===== src/rtl/mul_iter.sv =====
// mul_iter: iterative radix-2^BPC multiplier for MUL / MULH / MULHSU / MULHU.
// The multiplier (rs2) is retired BPC bits per cycle, LSB first. The
// multiplicand is pre-extended to 2*XLEN bits and shifted left each cycle.
// A signed multiplier (MULH) is corrected in the DONE cycle by subtracting
// rs1 << XLEN when rs2 is negative.
// Build option: define MUL_ZERO_SKIP_EN to leave CALC as soon as the
// remaining multiplier bits are all zero. Results are the same either way;
// only the latency changes.
module mul_iter #(
  parameter int XLEN = 32,
  parameter int BPC  = 4
) (
  input  logic              clk,
  input  logic              rst,
  input  logic              start,
  input  logic [1:0]        op,
  input  logic [XLEN-1:0]   rs1,
  input  logic [XLEN-1:0]   rs2,
  input  logic              flush,
  output logic              busy,
  output logic              valid,
  output logic [XLEN-1:0]   result,
  output logic [2*XLEN-1:0] product
);

  localparam int N     = XLEN / BPC;
  localparam int PW    = 2 * XLEN;
  localparam int CNT_W = (N > 1) ? $clog2(N) : 1;

  localparam logic [1:0] OP_MUL    = 2'd0;
  localparam logic [1:0] OP_MULH   = 2'd1;
  localparam logic [1:0] OP_MULHSU = 2'd2;

  generate
    if (!(BPC == 1 || BPC == 2 || BPC == 4 || BPC == 8) || (XLEN % BPC) != 0) begin : g_bad_cfg
      $error("mul_iter: BPC must be 1, 2, 4 or 8 and must divide XLEN");
    end
  endgenerate

  typedef enum logic [1:0] {
    IDLE = 2'd0,
    CALC = 2'd1,
    DONE = 2'd2
  } state_t;

  state_t                  state, state_nxt;
  logic [CNT_W-1:0]        cnt;
  logic [1:0]              op_p0;
  logic signed [XLEN-1:0]  rs1_p0;
  logic                    neg_p0;
  logic signed [PW-1:0]    mcand_p0;
  logic [XLEN-1:0]         mplier_p0;
  logic signed [PW-1:0]    acc_p1;
  logic signed [PW-1:0]    prod_fix;
  logic                    vld_p2;
  logic                    accept;
  logic                    complete;
  logic                    sext;
  logic                    last_digit;

  // One digit's partial product; arithmetic is modulo 2^PW.
  function automatic logic signed [PW-1:0] part_prod(
    input logic signed [PW-1:0] mcand,
    input logic [BPC-1:0]       digit
  );
    logic signed [PW-1:0] dz;
    dz = $signed({{(PW-BPC){1'b0}}, digit});
    return mcand * dz;
  endfunction

  // Digits were taken as unsigned. A negative rs2 therefore over-counts
  // by rs1 * 2^XLEN, which is removed here.
  function automatic logic signed [PW-1:0] sign_fix(
    input logic signed [PW-1:0]   acc,
    input logic signed [XLEN-1:0] mcand,
    input logic                   neg
  );
    logic signed [PW-1:0] corr;
    corr = $signed({mcand, {XLEN{1'b0}}});
    return neg ? (acc - corr) : acc;
  endfunction

  assign accept   = (state == IDLE) && start && !flush;
  assign complete = (state == DONE) && !flush;
  assign sext     = (op == OP_MULH) || (op == OP_MULHSU);
  assign prod_fix = sign_fix(acc_p1, rs1_p0, neg_p0);
  assign busy     = (state != IDLE);
  assign valid    = vld_p2;

  // Last CALC cycle: either all digits are retired or, with zero-skip,
  // nothing but zeros remains above the current digit.
  always_comb begin
`ifdef MUL_ZERO_SKIP_EN
    last_digit = (cnt == CNT_W'(N - 1)) || ((mplier_p0 >> BPC) == '0);
`else
    last_digit = (cnt == CNT_W'(N - 1));
`endif
  end

  // Next-state logic; flush overrides every transition.
  always_comb begin
    state_nxt = state;
    case (state)
      IDLE:    if (accept) state_nxt = CALC;
      CALC:    if (last_digit) state_nxt = DONE;
      DONE:    state_nxt = IDLE;
      default: state_nxt = IDLE;
    endcase
    if (flush) state_nxt = IDLE;
  end

  // State register.
  always_ff @(posedge clk or posedge rst) begin
    if (rst) state <= IDLE;
    else     state <= state_nxt;
  end

  // Operand capture at accept, then shift-and-accumulate, one digit per CALC cycle.
  always_ff @(posedge clk or posedge rst) begin
    if (rst) begin
      op_p0     <= '0;
      rs1_p0    <= '0;
      neg_p0    <= 1'b0;
      mcand_p0  <= '0;
      mplier_p0 <= '0;
      acc_p1    <= '0;
      cnt       <= '0;
    end else if (accept) begin
      op_p0     <= op;
      rs1_p0    <= rs1;
      neg_p0    <= (op == OP_MULH) && rs2[XLEN-1];
      mcand_p0  <= $signed({{XLEN{sext & rs1[XLEN-1]}}, rs1});
      mplier_p0 <= rs2;
      acc_p1    <= '0;
      cnt       <= '0;
    end else if ((state == CALC) && !flush) begin
      acc_p1    <= acc_p1 + part_prod(mcand_p0, mplier_p0[BPC-1:0]);
      mcand_p0  <= mcand_p0 <<< BPC;
      mplier_p0 <= mplier_p0 >> BPC;
      cnt       <= cnt + CNT_W'(1);
    end
  end

  // Output registers: loaded only on an unflushed DONE, held otherwise.
  always_ff @(posedge clk or posedge rst) begin
    if (rst) begin
      vld_p2  <= 1'b0;
      product <= '0;
      result  <= '0;
    end else begin
      vld_p2 <= complete;
      if (complete) begin
        product <= prod_fix;
        result  <= (op_p0 == OP_MUL) ? prod_fix[XLEN-1:0] : prod_fix[PW-1:XLEN];
      end
    end
  end

endmodule


===== config.mk =====
export PLATFORM = sky130hd
export DESIGN_NAME = mul_iter
export DESIGN_NICKNAME = d
export VERILOG_FILES = /design/src/rtl/mul_iter.sv
export SDC_FILE = /design/constraint.sdc
export NUM_CORES = 1
export LEC_CHECK = 0
export CAP_MARGIN = 20
export CELL_PAD_IN_SITES_DETAIL_PLACEMENT = 1
export CELL_PAD_IN_SITES_GLOBAL_PLACEMENT = 1
export CORE_ASPECT_RATIO = 1.1
export CORE_MARGIN = 2
export CORE_UTILIZATION = 25
export DETAILED_ROUTE_END_ITERATION = 10
export HOLD_SLACK_MARGIN = 0.03
export PLACE_DENSITY = 0.53
export SYNTH_ARGS = -nofsm -noshare
export SYNTH_HDL_FRONTEND = slang
export SYNTH_SLANG_ARGS = --single-unit

===== constraint.sdc =====
create_clock -name clk -period 20.9 [get_ports clk]
set_input_delay 2.09 -clock clk [delete_from_list [all_inputs] [get_ports clk]]
set_output_delay 2.09 -clock clk [all_outputs]
set_load 0.05 [all_outputs]

After elaboration in Yosys (flattened, before gate mapping)
Index checks and enable logic that the tools add are counted.
- register bits after elaboration: 297
- latch bits: 0
- bits in writable memories: 0
- bits in read-only memories: 0
- input bits: 70
- output and inout bits: 98
- memories: 0
- add/subtract/negate cells: 3
- multipliers: 1
- divide/modulo/power cells: 0
- magnitude comparators: 0
- eq/ne operators: 7
- shifts and indexed selects: 0
- mux-type cells: 14
- bitwise operators: 1
- reduce and logical (&&, ||, !) cells: 12
- operators by type and width (operator ; count):
    2-to-1 mux 64 bit ; 5
    2-to-1 mux 32 bit ; 3
    adder 64 bit ; 1
    multiplier 64 x 5 -> 64 bit ; 1
    subtractor 64 bit ; 1
    2-to-1 mux 2 bit ; 3
    2-to-1 mux 3 bit ; 2
    != test 3 bit, second input constant ; 2
    logical AND 1 bit ; 5
    == test 2 x 1 -> 1 bit, second input constant ; 2
    == test 2 bit, second input constant ; 2
    zero test 2 bit ; 2
    one-hot mux 2 bit (2 select lines) ; 1
    nonzero test 2 bit ; 2
    adder 3 x 1 -> 3 bit, second input constant ; 1
    == test 3 bit, second input constant ; 1
    AND reduction 2 bit ; 1
    bitwise AND 1 bit ; 1
    zero test 1 bit ; 1
    logical OR 1 bit ; 1

Depth between registers and ports, before layout
Gate-level depths: netlist (run 1).
- word-level depth: 6
- gate-level depth with buffers: 21
- depth with buffers taken out: 18

Least setup slack after synthesis (run 1)
Ideal clock, no wire load.
- kind: register -> register
- from: register mplier_p0[0]
- to: register acc_p1[45]
- setup time: 138 ps
- arrival: 4745 ps
- data required time: 20762 ps
- path slack: 16017 ps
- cell stages (with the launch flop): 21
- cell sequence: dfrtp_1 clkbuf_1 clkbuf_1 nand2_1 fa_1 inv_1 fa_1 inv_1 fa_1 inv_1 ha_1 a21o_1 a2111oi_2 a211oi_1 o21ai_1 nand2_1 a31oi_2 o21ai_2 a221oi_2 xor2_1 o22ai_1
- word-level cells in the longest chain between the ends: 4
- ends and longest elaborated chain (element ; RTL line ; RTL):
    start, declared ; 52 ; logic [XLEN-1:0] mplier_p0;
    start signal, assigned ; 133 ; mplier_p0 <= rs2;
    start signal, assigned ; 139 ; mplier_p0 <= mplier_p0 >> BPC;
    multiplier 64 x 5 -> 64 bit ; 68 ; return mcand * dz;
    adder 64 bit ; 137 ; acc_p1 <= acc_p1 + part_prod(mcand_p0, mplier_p0[BPC-1:0]);
    2-to-1 mux 64 bit ; 136 ; end else if ((state == CALC) && !flush) begin
    2-to-1 mux 64 bit ; 128 ; end else if (accept) begin
    end signal, assigned ; 137 ;
    end, declared ; 53 ; logic signed [PW-1:0] acc_p1;
No other way between the ends. The select of a mux whose other input is x is not followed.
A chain may end at the register's enable or synchronous reset.

Worst setup path in the final report (run 1)
- from: register mplier_p0[0]
- to: register acc_p1[61]
Same word-level chain as after synthesis.

==> metrics.cfg, run 1 <==
[status]
status = finished, final reports clean

[drt]
wl_mm = 79.07
dr_wl_met3_mm = 2.215
wl_met1_mm = 35.31
dr.pass1.iters = 5
vias_per_cell = 4.689
detail_route.wl_per_cell_um = 19.32
vias = 19188
route.detailed.drc = 0
ant_nets = 0
top_layer_used = met5
wl_met2_mm = 39.95
drt_iter0_markers = 804

[die]
num_io_pins = 168
rows = 118
die_w_um = 297.2
fp.dieArea_mm2 = 0.09704
core_region_area_mm2 = 0.09390
die_y_um = 326.5
initial_core_util_pct = 25.18

[global_routing]
grt_first_pass_wirelength_mm = 126.1
grt_max_degree = 81
grtUsageTotal_pct = 16.52
grt_overflow = 0
grt_pass1_vias = 21207
antenna_found_initial = 3

[clock_network]
hold_buffers = 0
cts-root-buf = clkbuf_16
clk_latency_ps = 580
ctsLongestPathBuffers = 3
numCtsBuffers = 38
cts_sinks = 297
path_clk_slew_ps = 60
ctsResizeCount = 0
cts_max_level = 2
cts_tree = yes
postCtsSetupBuffers = 0

[placed_design]
numPortBuffers = 167
place_congestion = 0.8711
hpwl_mm = 59.29

[critical_path]
crit_chain = buf_4 -> nand2_1 -> fa_1 -> inv_1 -> fa_1 -> inv_1 -> fa_1 -> inv_1 -> ha_1 -> nand4_1 -> or2_0 -> a211oi_1 -> o21ai_1 -> a21oi_1 -> o21ai_1 -> a211oi_2 -> a41o_1 -> xnor2_1 -> o22ai_1
r2r_end = acc_p1[61]$_DFFE_PP0P_
critPathLaunchType = flip-flop
r2r_slack_ps = 14760
arrival_ps = 6540
crit_required_ps = 21300
crit_type = reg -> reg
crit_fanout = 64
crit_path_end_kind = flip-flop
reg2reg_depth = 19
cp_slowest_cell = buf_4
worst_path_largest_cell_delay_ps = 680
reg2reg_from = mplier_p0[0]$_DFFE_PP0P_

[sta]
rsz0062_at_grt = false
slew_headroom_pct = 29.71
clock.fmax_ghz = 0.1629
worstMarginPinSlew_ps = 1054
setup_viol = 0
period_needed_ps = 6138
hold_viol_final = 0
fin_skew_ps = 20.06
tns_ps = 0
whs_ps = 478.7
fin_crit_sh_pct = 29.37
slew_violations = 0

[power_and_ir_drop]
switchingPower_w = 0.002657
clockPowerShare_pct = 13.1
design_power_total_w = 0.005179
seq_power_share_pct = 16.1
p_comb_share_pct = 70.8
power_density_mw_per_mm2 = 185.6
intPower_w = 0.002522
ir_worst_vdd_uv = 73.08
leakagePower_nw = 13.25
netSwitchingFraction_pct = 51.30

[logic_synthesis]
netlist_area_mm2 = 0.02364
synth_edf_count = 0
netlist.area_leader.share_pct = 31.44
synth.largest_area_cell = dfrtp_1
synth_warnings = 0
postSynthCellCount = 2703
seq_area_frac_synth_pct = 31.44
synth.distinct_cells = 75
synth_ff_type = dfrtp_1
synth_seq_cells = 297
synthTopCellsByArea = dfrtp_1 (31%), fa_1 (15%), ha_1 (8.5%)
asyncSetResetFlopFracSynth_pct = 100.0
syn-num-nets = 3116
synth_area_per_cell_um2 = 8.746

[layout]
drive_gt1_share_pct = 4.592
ff_latch_area_mm2 = 0.007438
nNetsFinal = 3216
fill_cells = 11032
multi_input_comb_area_mm2 = 0.01430
mostFrequentLayoutCell = nand2_1
most-common-layout-cells = nand2_1 (421), inv_1 (391), dfrtp_1 (292), o21ai_0 (194), fa_1 (183)
syn2layout_area_growth_pct = 18.01

[worst_hold_path]
min_to = product[29]$_DFFE_PP0P_
hold_path.class = reg -> reg
min_path_cells = 2
worstHoldStart = product[29]$_DFFE_PP0P_

[flow_run]
drv_cap = 0

## cell type report
type	count	area share, %
flip-flops and latches	297	26.66
repair buffers	188	6.601
clock buffers	49	3.812
diodes	1	0.008969
well taps	1260	5.651
inverters	392	5.301
clock inverters	19	0.7131
multi-input cells	1886	51.25
## registers in the layout, summed over array words and instances, names as in the netlist
name and cells:
mcand_p0 64, neg_p0 1, mplier_p0 32, rs1_p0 32, op_p0 2, state 2
acc_p1 64, result 32, product 64, cnt 3, valid 1
## cell usage after synthesis (10+ instances only)
master	instances
a211oi_1	11
a21o_1	74
a21oi_1	148
a31oi_1	13
and2_1	141
and3_1	14
clkbuf_1	119
dfrtp_1	297
fa_1	183
ha_1	160
inv_1	392
mux2i_1	44
nand2_1	424
nand2b_1	11
nand3_1	39
nand4_1	18
nor2_1	109
nor3_1	27
o21a_1	10
o21ai_0	194
o21ai_1	11
o21bai_1	11
o22ai_1	56
xnor2_1	51
xor2_1	36
## per-layer routing
layer,vias up,track usage [%]
li1,8996,-
met5,-,0
met2,244,29.63
met1,9867,21.11
met3,79,2.075
met4,2,3.722
## worst max path at each step
stage                                   startpoint                endpoint  slack [ps]  cells past startpoint
final                     mplier_p0[0]$_DFFE_PP0P_  acc_p1[61]$_DFFE_PP0P_       14760                     19
after global routing      mplier_p0[0]$_DFFE_PP0P_  acc_p1[53]$_DFFE_PP0P_       14470                     19
after CTS                 mplier_p0[0]$_DFFE_PP0P_  acc_p1[61]$_DFFE_PP0P_       14790                     19
after detailed placement  mplier_p0[0]$_DFFE_PP0P_  acc_p1[61]$_DFFE_PP0P_       14810                     19
after global placement    mplier_p0[0]$_DFFE_PP0P_  acc_p1[61]$_DFFE_PP0P_       14780                     19
after floorplan                                rst   acc_p1[0]$_DFFE_PP0P_       10610                      1
## cell families after synthesis
logic type               after synthesis  share of synthesized area, %
XOR/XNOR                              87                         3.223
flip-flops                           297                         31.44
multiplexers                          46                         1.958
AND/OR/NAND/NOR                      815                         15.75
AO/OA/AOI/OAI                        595                         15.40
buffers and inverters                520                         8.267
adder cells (fa/ha/maj)              343                         23.96
## power groups by stage
| stage | Clock (W) | Combinational [W] | Sequential [W] |
|---|---|---|---|
| finish | 0.000681 | 0.00366 | 0.000834 |
| global route | 0.000727 | 0.00417 | 0.000855 |
| CTS | 0.000709 | 0.00371 | 0.000839 |
| detailed placement | 0 | 0.00368 | 0.000849 |
| global placement | 0 | 0.00361 | 0.000844 |
| floorplan | 0 | 0.00276 | 0.000776 |
## through the flow
stage / setup WS, ps / area, µm² / cells / util [%]
after global placement: 14780 / 26610 / 4022 / 28.34
final: 14760 / 27900 / 4092 / 29.71
after CTS: 14790 / 27880 / 4090 / 29.69
after floorplan: 10610 / 23640 / 2703 / -
after global routing: 14470 / 27900 / 4091 / 29.71
after detailed placement: 14810 / 26610 / 4022 / 28.34
## worst max-delay path: cells and delay by family (launching register included)
family | cells | cell delay, ps
flip-flops | 1 | 350
AND/OR/NAND/NOR | 3 | 590
buffers and inverters | 4 | 820
XOR/XNOR | 1 | 120
adder cells (fa/ha/maj) | 4 | 1970
AO/OA/AOI/OAI | 7 | 2040
Note: power is estimated with default switching activity, not from simulation.
==> run 2, diff against run 1 <==
Settings changed: PLACE_DENSITY 0.53 to 0.55.
Clock period 20.9 ns to 4.95 ns, I/O delays scaled along.
==> run 2 against run 1 <==
Effect of this change: count of clock-buffer cells in the layout grew 3; via count up 3.3%; clock skew barely moved; final cell count grew 6.0%; fmax is 25% higher; sequential share of layout area shrank 2.4 points; final area increased by 10%; hold slack worse by 26 ps; highest routed layer is now met4; wire length increased by 3.2%; first-iteration DRC count shrank 7.8%; utilization grew 3.0 points; non-clock buffer count increased by 249.
==> metrics.cfg, run 2 (synthesis gave the netlist of run 1 again) <==
[status]
status = finished, final reports clean

[layout]
multi_input_comb_area_mm2 = 0.01514  ; +5.9%
ff_latch_area_mm2 = 0.007438  ; unchanged
drive_gt1_share_pct = 15.57  ; +11 points
reg_top3 = acc_p1 x64, mcand_p0 x64, product x64
n_antenna_cell = 0  ; -1
mostFrequentLayoutCell = nand2_1
nNetsFinal = 3465  ; +7.7%
fill_cells = 10937  ; -0.86%
syn2layout_area_growth_pct = 29.93
most-common-layout-cells = nand2_1 (412), inv_1 (379), dfrtp_1 (292), buf_4 (243), o21ai_0 (184)

[die]
core_region_area_mm2 = 0.09390  ; unchanged
die_w_um = 297.2  ; unchanged
fp.dieArea_mm2 = 0.09704  ; unchanged
num_io_pins = 168  ; unchanged
initial_core_util_pct = 25.18  ; unchanged
die_y_um = 326.5  ; unchanged
rows = 118  ; unchanged

[clock_network]
cts_max_level = 2  ; unchanged
cts_tree = yes
ctsLongestPathBuffers = 3  ; unchanged
clk_latency_ps = 570  ; about the same
path_clk_slew_ps = 60  ; about the same
cts-root-buf = clkbuf_16
cts_sinks = 297  ; unchanged
numCtsBuffers = 38  ; unchanged

[sta]
fin_skew_ps = 20.18  ; +0.1186 ps
fin_crit_sh_pct = 99.20  ; +70 points
clock.fmax_ghz = 0.2037  ; +25%
rsz0062_at_grt = true
worst_slack_ps = 39.71  ; -14,720 ps
worstMarginPinSlew_ps = 972.0  ; -82.41 ps
setup_viol = 0  ; unchanged
period_needed_ps = 4910  ; -1228 ps
slew_headroom_pct = 35.20  ; +5.5 points
hold_viol_final = 0  ; unchanged
slew_violations = 0  ; unchanged
whs_ps = 453.1  ; -25.56 ps

[critical_path]
critPathLaunchType = flip-flop
worst_path_largest_cell_delay_ps = 540  ; -140 ps
reg2reg_from = mplier_p0[0]$_DFFE_PP0P_
arrival_ps = 5310  ; -1230 ps
crit_path_end_kind = flip-flop
crit_type = reg -> reg
r2r_end = acc_p1[45]$_DFFE_PP0P_
crit_fanout = 6  ; -91%
cp_slowest_cell = fa_1
reg2reg_depth = 21  ; +2
r2r_slack_ps = 40  ; -14,720 ps
crit_chain = buf_12 -> buf_12 -> buf_8 -> nand2_1 -> fa_1 -> fa_2 -> fa_1 -> inv_1 -> ha_4 -> a21o_1 -> a2111oi_4 -> a211oi_2 -> buf_4 -> o21ai_4 -> nand2_4 -> a31oi_4 -> o21ai_2 -> buf_4 -> a221oi_4 -> xor2_1 -> o22ai_1
crit_required_ps = 5350  ; -15,950 ps

[global_routing]
antenna_found_initial = 2  ; -1
grt_first_pass_wirelength_mm = 127.8  ; +1.4%
grt_overflow = 0  ; unchanged
grt_max_degree = 118  ; +46%
grtUsageTotal_pct = 16.78  ; +0.26 points
grt_pass1_vias = 21456  ; +1.2%

[drt]
dr.pass1.iters = 5  ; unchanged
wl_mm = 81.57  ; +3.2%
detail_route.wl_per_cell_um = 18.81  ; -2.7%
vias = 19829  ; +3.3%
route.detailed.drc = 0  ; unchanged
drt_iter0_markers = 741  ; -7.8%
ant_nets = 0  ; unchanged
vias_per_cell = 4.573  ; -2.5%

[worst_hold_path]
hold_path.class = in -> async

[placed_design]
numPortBuffers = 167  ; unchanged
pre_cts_slack_ps = -554.7  ; -15,360 ps
hpwl_mm = 63.84  ; +7.7%
place_congestion = 0.8544  ; -1.9%

[flow_run]
drv_cap = 0  ; unchanged

-- run 2: cell count changes in the layout (fill, tap and decap cells not counted), moves of 10 or more --
cell,change
a21oi_2,+11
inv_2,+12
buf_4,+223
ha_1,-27
ha_4,+22
a21oi_1,-16
inv_1,-12
o21ai_0,-10
buf_6,+15
-- run 2: worst max path at each step --
stage / cells after the start / end / start / slack (ps)
after floorplan: 20 / acc_p1[45]$_DFFE_PP0P_ / mplier_p0[0]$_DFFE_PP0P_ / 70
after global placement: 20 / acc_p1[61]$_DFFE_PP0P_ / mplier_p0[0]$_DFFE_PP0P_ / -460
after detailed placement: 20 / acc_p1[61]$_DFFE_PP0P_ / mplier_p0[0]$_DFFE_PP0P_ / -550
after CTS: 23 / acc_p1[42]$_DFFE_PP0P_ / mplier_p0[0]$_DFFE_PP0P_ / -40
after global routing: 24 / acc_p1[61]$_DFFE_PP0P_ / mplier_p0[0]$_DFFE_PP0P_ / -200
final: 21 / acc_p1[45]$_DFFE_PP0P_ / mplier_p0[0]$_DFFE_PP0P_ / 40
-- run 2: layout make-up --
cell class                 instances  area share (%)
sequential                       297           24.22
timing repair buffer             437           12.72
multi-input combinational       1886           49.30
clock buffer                      52           3.507
inverter                         392           4.802
clock inverter                    12          0.3177
tap                             1260           5.132
-- run 2: routing by layer --
metal / up-vias / part of all wire [%] / GRT usage [%] / wire length [µm]
li1: 9492 / - / - / -
met1: 10026 / 46 / 21.99 / 37570
met5: - / 0 / 0 / 0
met3: 79 / 2.2 / 1.676 / 1754
met2: 232 / 50 / 29.89 / 40630
met4: 0 / 2.0 / 3.524 / 1612
-- run 2: repair_timing --
action / in CTS / in global routing
buffers inserted: 15 / 15
gates resized for setup: 71 / 107
cloned: 1 / 0
hold buffers: 0 / 0
endpoints found under the setup margin: 29 / 34
pin swaps: 42 / 77
-- run 2: per-stage QoR --
stage	TNS (ps)	instance area [µm²]	utilization, %	cells
finish	0	30720	32.71	4336
global placement	-4448	28340	30.18	4242
detailed placement	-6247	28340	30.18	4242
CTS	-173.0	30020	31.97	4321
global route	-1865	30720	32.71	4336
floorplan	0	23650	-	2703
-- run 2: worst max-delay path: cells and delay by family (launching register included) --
kind / cells / cell delay (ps)
simple gates: 2 / 150
compound gates: 8 / 1630
buf+inv: 6 / 730
fa+ha+maj: 4 / 1660
xor+xnor: 1 / 170
flops: 1 / 390
Power of run 2 is not shown: default switching activity piles up to over one toggle a cycle in this logic, so the estimate is an artifact.
==> run 3, diff against run 2 <==
Settings changed: ABC_AREA set to 1, PLACE_DENSITY 0.55 to 0.57.
==> run 3 against run 2 <==
Effect of this change: sequential share of layout area down 1.0 points; largest cell class unchanged; global-route usage grew 4.1 points; register-to-register slack improved by 180 ps; clock skew up 21 ps; final area rose by 4.3%; setup slack improved by 180 ps.
==> metrics.cfg, run 3 <==
[critical_path]
crit_path_end_kind = flip-flop
critPathLaunchType = flip-flop
crit_fanout = 33  ; +27
crit_type = reg -> reg
arrival_ps = 5190  ; -120 ps
reg2reg_from = mplier_p0[0]$_DFFE_PP0P_
r2r_slack_ps = 220  ; +180 ps
crit_required_ps = 5420  ; +70 ps
reg2reg_depth = 21  ; unchanged
r2r_end = acc_p1[60]$_DFFE_PP0P_

[power_and_ir_drop]
clockPowerShare_pct = 13.1
ir_worst_vdd_uv = 233.2
p_comb_share_pct = 71.8
power_density_mw_per_mm2 = 717.9
intPower_w = 0.01034
seq_power_share_pct = 15.1
netSwitchingFraction_pct = 55.06
leakagePower_nw = 17.96
switchingPower_w = 0.01267

[drt]
wl_mm = 113.1  ; +39%
detail_route.wl_per_cell_um = 20.65  ; +9.8%
route.detailed.drc = 0  ; unchanged
vias_per_cell = 4.532  ; -0.90%
ant_nets = 0  ; unchanged
dr.pass1.iters = 5  ; unchanged
vias = 24817  ; +25%
drt_iter0_markers = 1299  ; +75%

[logic_synthesis]
synth.area.mux_share_pct = 0  ; -2.0 points
yosys-top-cells-count = nand2_1 (1,301), inv_1 (911), dfrtp_1 (297), fa_1 (183), o21ai_0 (182)
synth.most_common_cell = nand2_1
synthAdderAreaFrac_pct = 21.40  ; -2.6 points
netlist_area_mm2 = 0.02647  ; +12%
synth_ff_type = dfrtp_1
synthTopCellsByArea = dfrtp_1 (28%), nand2_1 (18%), fa_1 (14%)
synth_seq_cells = 297  ; unchanged
postSynthCellCount = 3811  ; +41%
synth_xor_area_share_pct = 0.7610  ; -2.5 points
asyncSetResetFlopFracSynth_pct = 100.0  ; unchanged
synth_compound_area_share_pct = 10.78  ; -4.6 points
netlist.area_leader.share_pct = 28.08  ; -3.4 points
synth_top_family_by_area = simple AND/OR/NAND/NOR gates
synth_warnings = 0  ; unchanged
seq_area_frac_synth_pct = 28.08  ; -3.4 points
synth.largest_area_cell = dfrtp_1
synth.distinct_cells = 40  ; -47%
syn-num-nets = 4224  ; +36%
synth_area_per_cell_um2 = 6.946  ; -21%
synth_edf_count = 0  ; unchanged
synth_simple_gate_area_share_pct = 24.32  ; +8.6 points

[layout]
nNetsFinal = 4463  ; +29%
syn2layout_area_growth_pct = 21.06
n_antenna_cell = 0  ; unchanged
most-common-layout-cells = nand2_1 (1,301), inv_1 (910), dfrtp_1 (293), fa_1 (183), o21ai_0 (182)
drive_gt1_share_pct = 5.688  ; -9.9 points
mostFrequentLayoutCell = nand2_1
stdcell_count = 5476  ; +26%
reg_top3 = acc_p1 x64, mcand_p0 x64, product x64

[status]
status = finished, final reports clean

[clock_network]
numCtsBuffers = 38  ; unchanged
path_clk_slew_ps = 70  ; about the same
ctsLongestPathBuffers = 3  ; unchanged
clk_latency_ps = 610  ; +40 ps
cts_tree = yes
cts_sinks = 297  ; unchanged
cts-root-buf = clkbuf_16
cts_max_level = 2  ; unchanged

[global_routing]
busiest_layer = met2
gr-usage-met3_pct = 1.733  ; +0.057 points
grtUsageTotal_pct = 20.90  ; +4.1 points
grt_first_pass_wirelength_mm = 170.9  ; +34%
antenna_found_initial = 3  ; +1
grt_pass1_vias = 26250  ; +22%
grtUsageMet1_pct = 27.67  ; +5.7 points
grt_max_degree = 83  ; -30%
grt_overflow = 0  ; unchanged
use_met2_pct = 35.28  ; +5.4 points

[sta]
whs_ps = 428.4  ; -24.71 ps
fin_crit_sh_pct = 95.48  ; -3.7 points
rsz0062_at_grt = false
slew_headroom_pct = 31.03  ; -4.2 points
hold_viol_final = 0  ; unchanged
slew_violations = 0  ; unchanged
worst_slack_ps = 223.6  ; +183.9 ps
tns_ps = 0  ; unchanged
fin_skew_ps = 41.34  ; +21.16 ps
worstMarginPinSlew_ps = 1024  ; +51.71 ps
setup_viol = 0  ; unchanged
clock.fmax_ghz = 0.2116  ; +3.9%
period_needed_ps = 4726  ; -183.9 ps

[worst_hold_path]
hold_path.class = in -> async

[placed_design]
place_congestion = 0.8770  ; +2.6%
dp.cells = 5407  ; +27%
numPortBuffers = 167  ; unchanged
hpwl_mm = 93.71  ; +47%
pre_cts_slack_ps = 255.1  ; +809.8 ps

[flow_run]
drv_cap = 0  ; unchanged

[die]
die_w_um = 314.3  ; +5.7%
initial_core_util_pct = 25.15  ; -0.029 points
rows = 125  ; +5.9%
core_region_area_mm2 = 0.1053  ; +12%
die_y_um = 345.3  ; +5.7%
num_io_pins = 168  ; unchanged
fp.dieArea_mm2 = 0.1085  ; +12%

-- run 3: timing repair --
item | CTS | global route
hold buffers | 0 | 0
resized for setup | 0 | 1
setup buffers | 0 | 0
setup endpoints to repair | 0 | 1
-- run 3: kinds of logic after synthesis --
| kind of cell | after synthesis |
|---|---|
| simple gates | 1634 |
| buf+inv | 1027 |
| compound gates | 487 |
| fa+ha+maj | 343 |
| flops | 297 |
| xor+xnor | 23 |
-- run 3: power by group through the flow --
stage	Clock, W	Sequential [W]	Combinational, W
floorplan	0	0.00332	0.0102
global route	0.00317	0.00354	0.0187
finish	0.00301	0.00347	0.0165
detailed placement	0	0.00351	0.0165
CTS	0.00310	0.00347	0.0167
global placement	0	0.00351	0.0164
-- run 3: how the worst max path moves through the flow --
stage                                         from                endpoint  slack, ps
after floorplan                                rst   acc_p1[0]$_DFFE_PP0P_        510
after global placement    mplier_p0[0]$_DFFE_PP0P_  acc_p1[60]$_DFFE_PP0P_        240
after detailed placement  mplier_p0[0]$_DFFE_PP0P_  acc_p1[60]$_DFFE_PP0P_        260
after CTS                 mplier_p0[0]$_DFFE_PP0P_  acc_p1[60]$_DFFE_PP0P_        200
after global routing      mplier_p0[0]$_DFFE_PP0P_  acc_p1[60]$_DFFE_PP0P_         30
final                     mplier_p0[0]$_DFFE_PP0P_  acc_p1[60]$_DFFE_PP0P_        220
-- run 3: worst max-delay path, cell delays in order (launching register included) --
cell and delay, ps:
dfrtp_2 380, buf_12 200, buf_12 220, nand2_1 110
fa_1 510, inv_1 60, fa_1 540, inv_1 50
fa_1 470, inv_1 40, ha_1 470, nand2_1 170
nor2_1 150, buf_4 150, buf_4 100, nand2_1 100
nor3_1 280, nand2_1 180, nand2_1 110, nand2_1 50
nand3_1 100, nand2_1 60
-- run 3: cell type report --
class	instances	area [µm²]
Sequential cell	297	7437
Inverter	917	3451
Tap cell	1397	1748
Clock inverter	17	240.2
Clock buffer	52	1084
Timing Repair Buffer	309	2910
Fill cell	13082	73210
Multi-Input combinational cell	2487	15180
-- run 3: stage by stage --
stage / instance area [µm²] / total power (W) / util, %
2_1_floorplan: 26470 / 0.01353 / -
3_3_place_gp: 30710 / 0.01987 / 29.18
3_5_place_dp: 30720 / 0.02005 / 29.18
4_1_cts: 32040 / 0.02325 / 30.44
5_1_grt: 32050 / 0.02545 / 30.45
6_report: 32050 / 0.02301 / 30.45
-- run 3: metal layers --
layer	routed length, µm	share of wire, %
met5	0	0
met1	51370	45
met4	4705	4.2
met3	3494	3.1
met2	53500	47
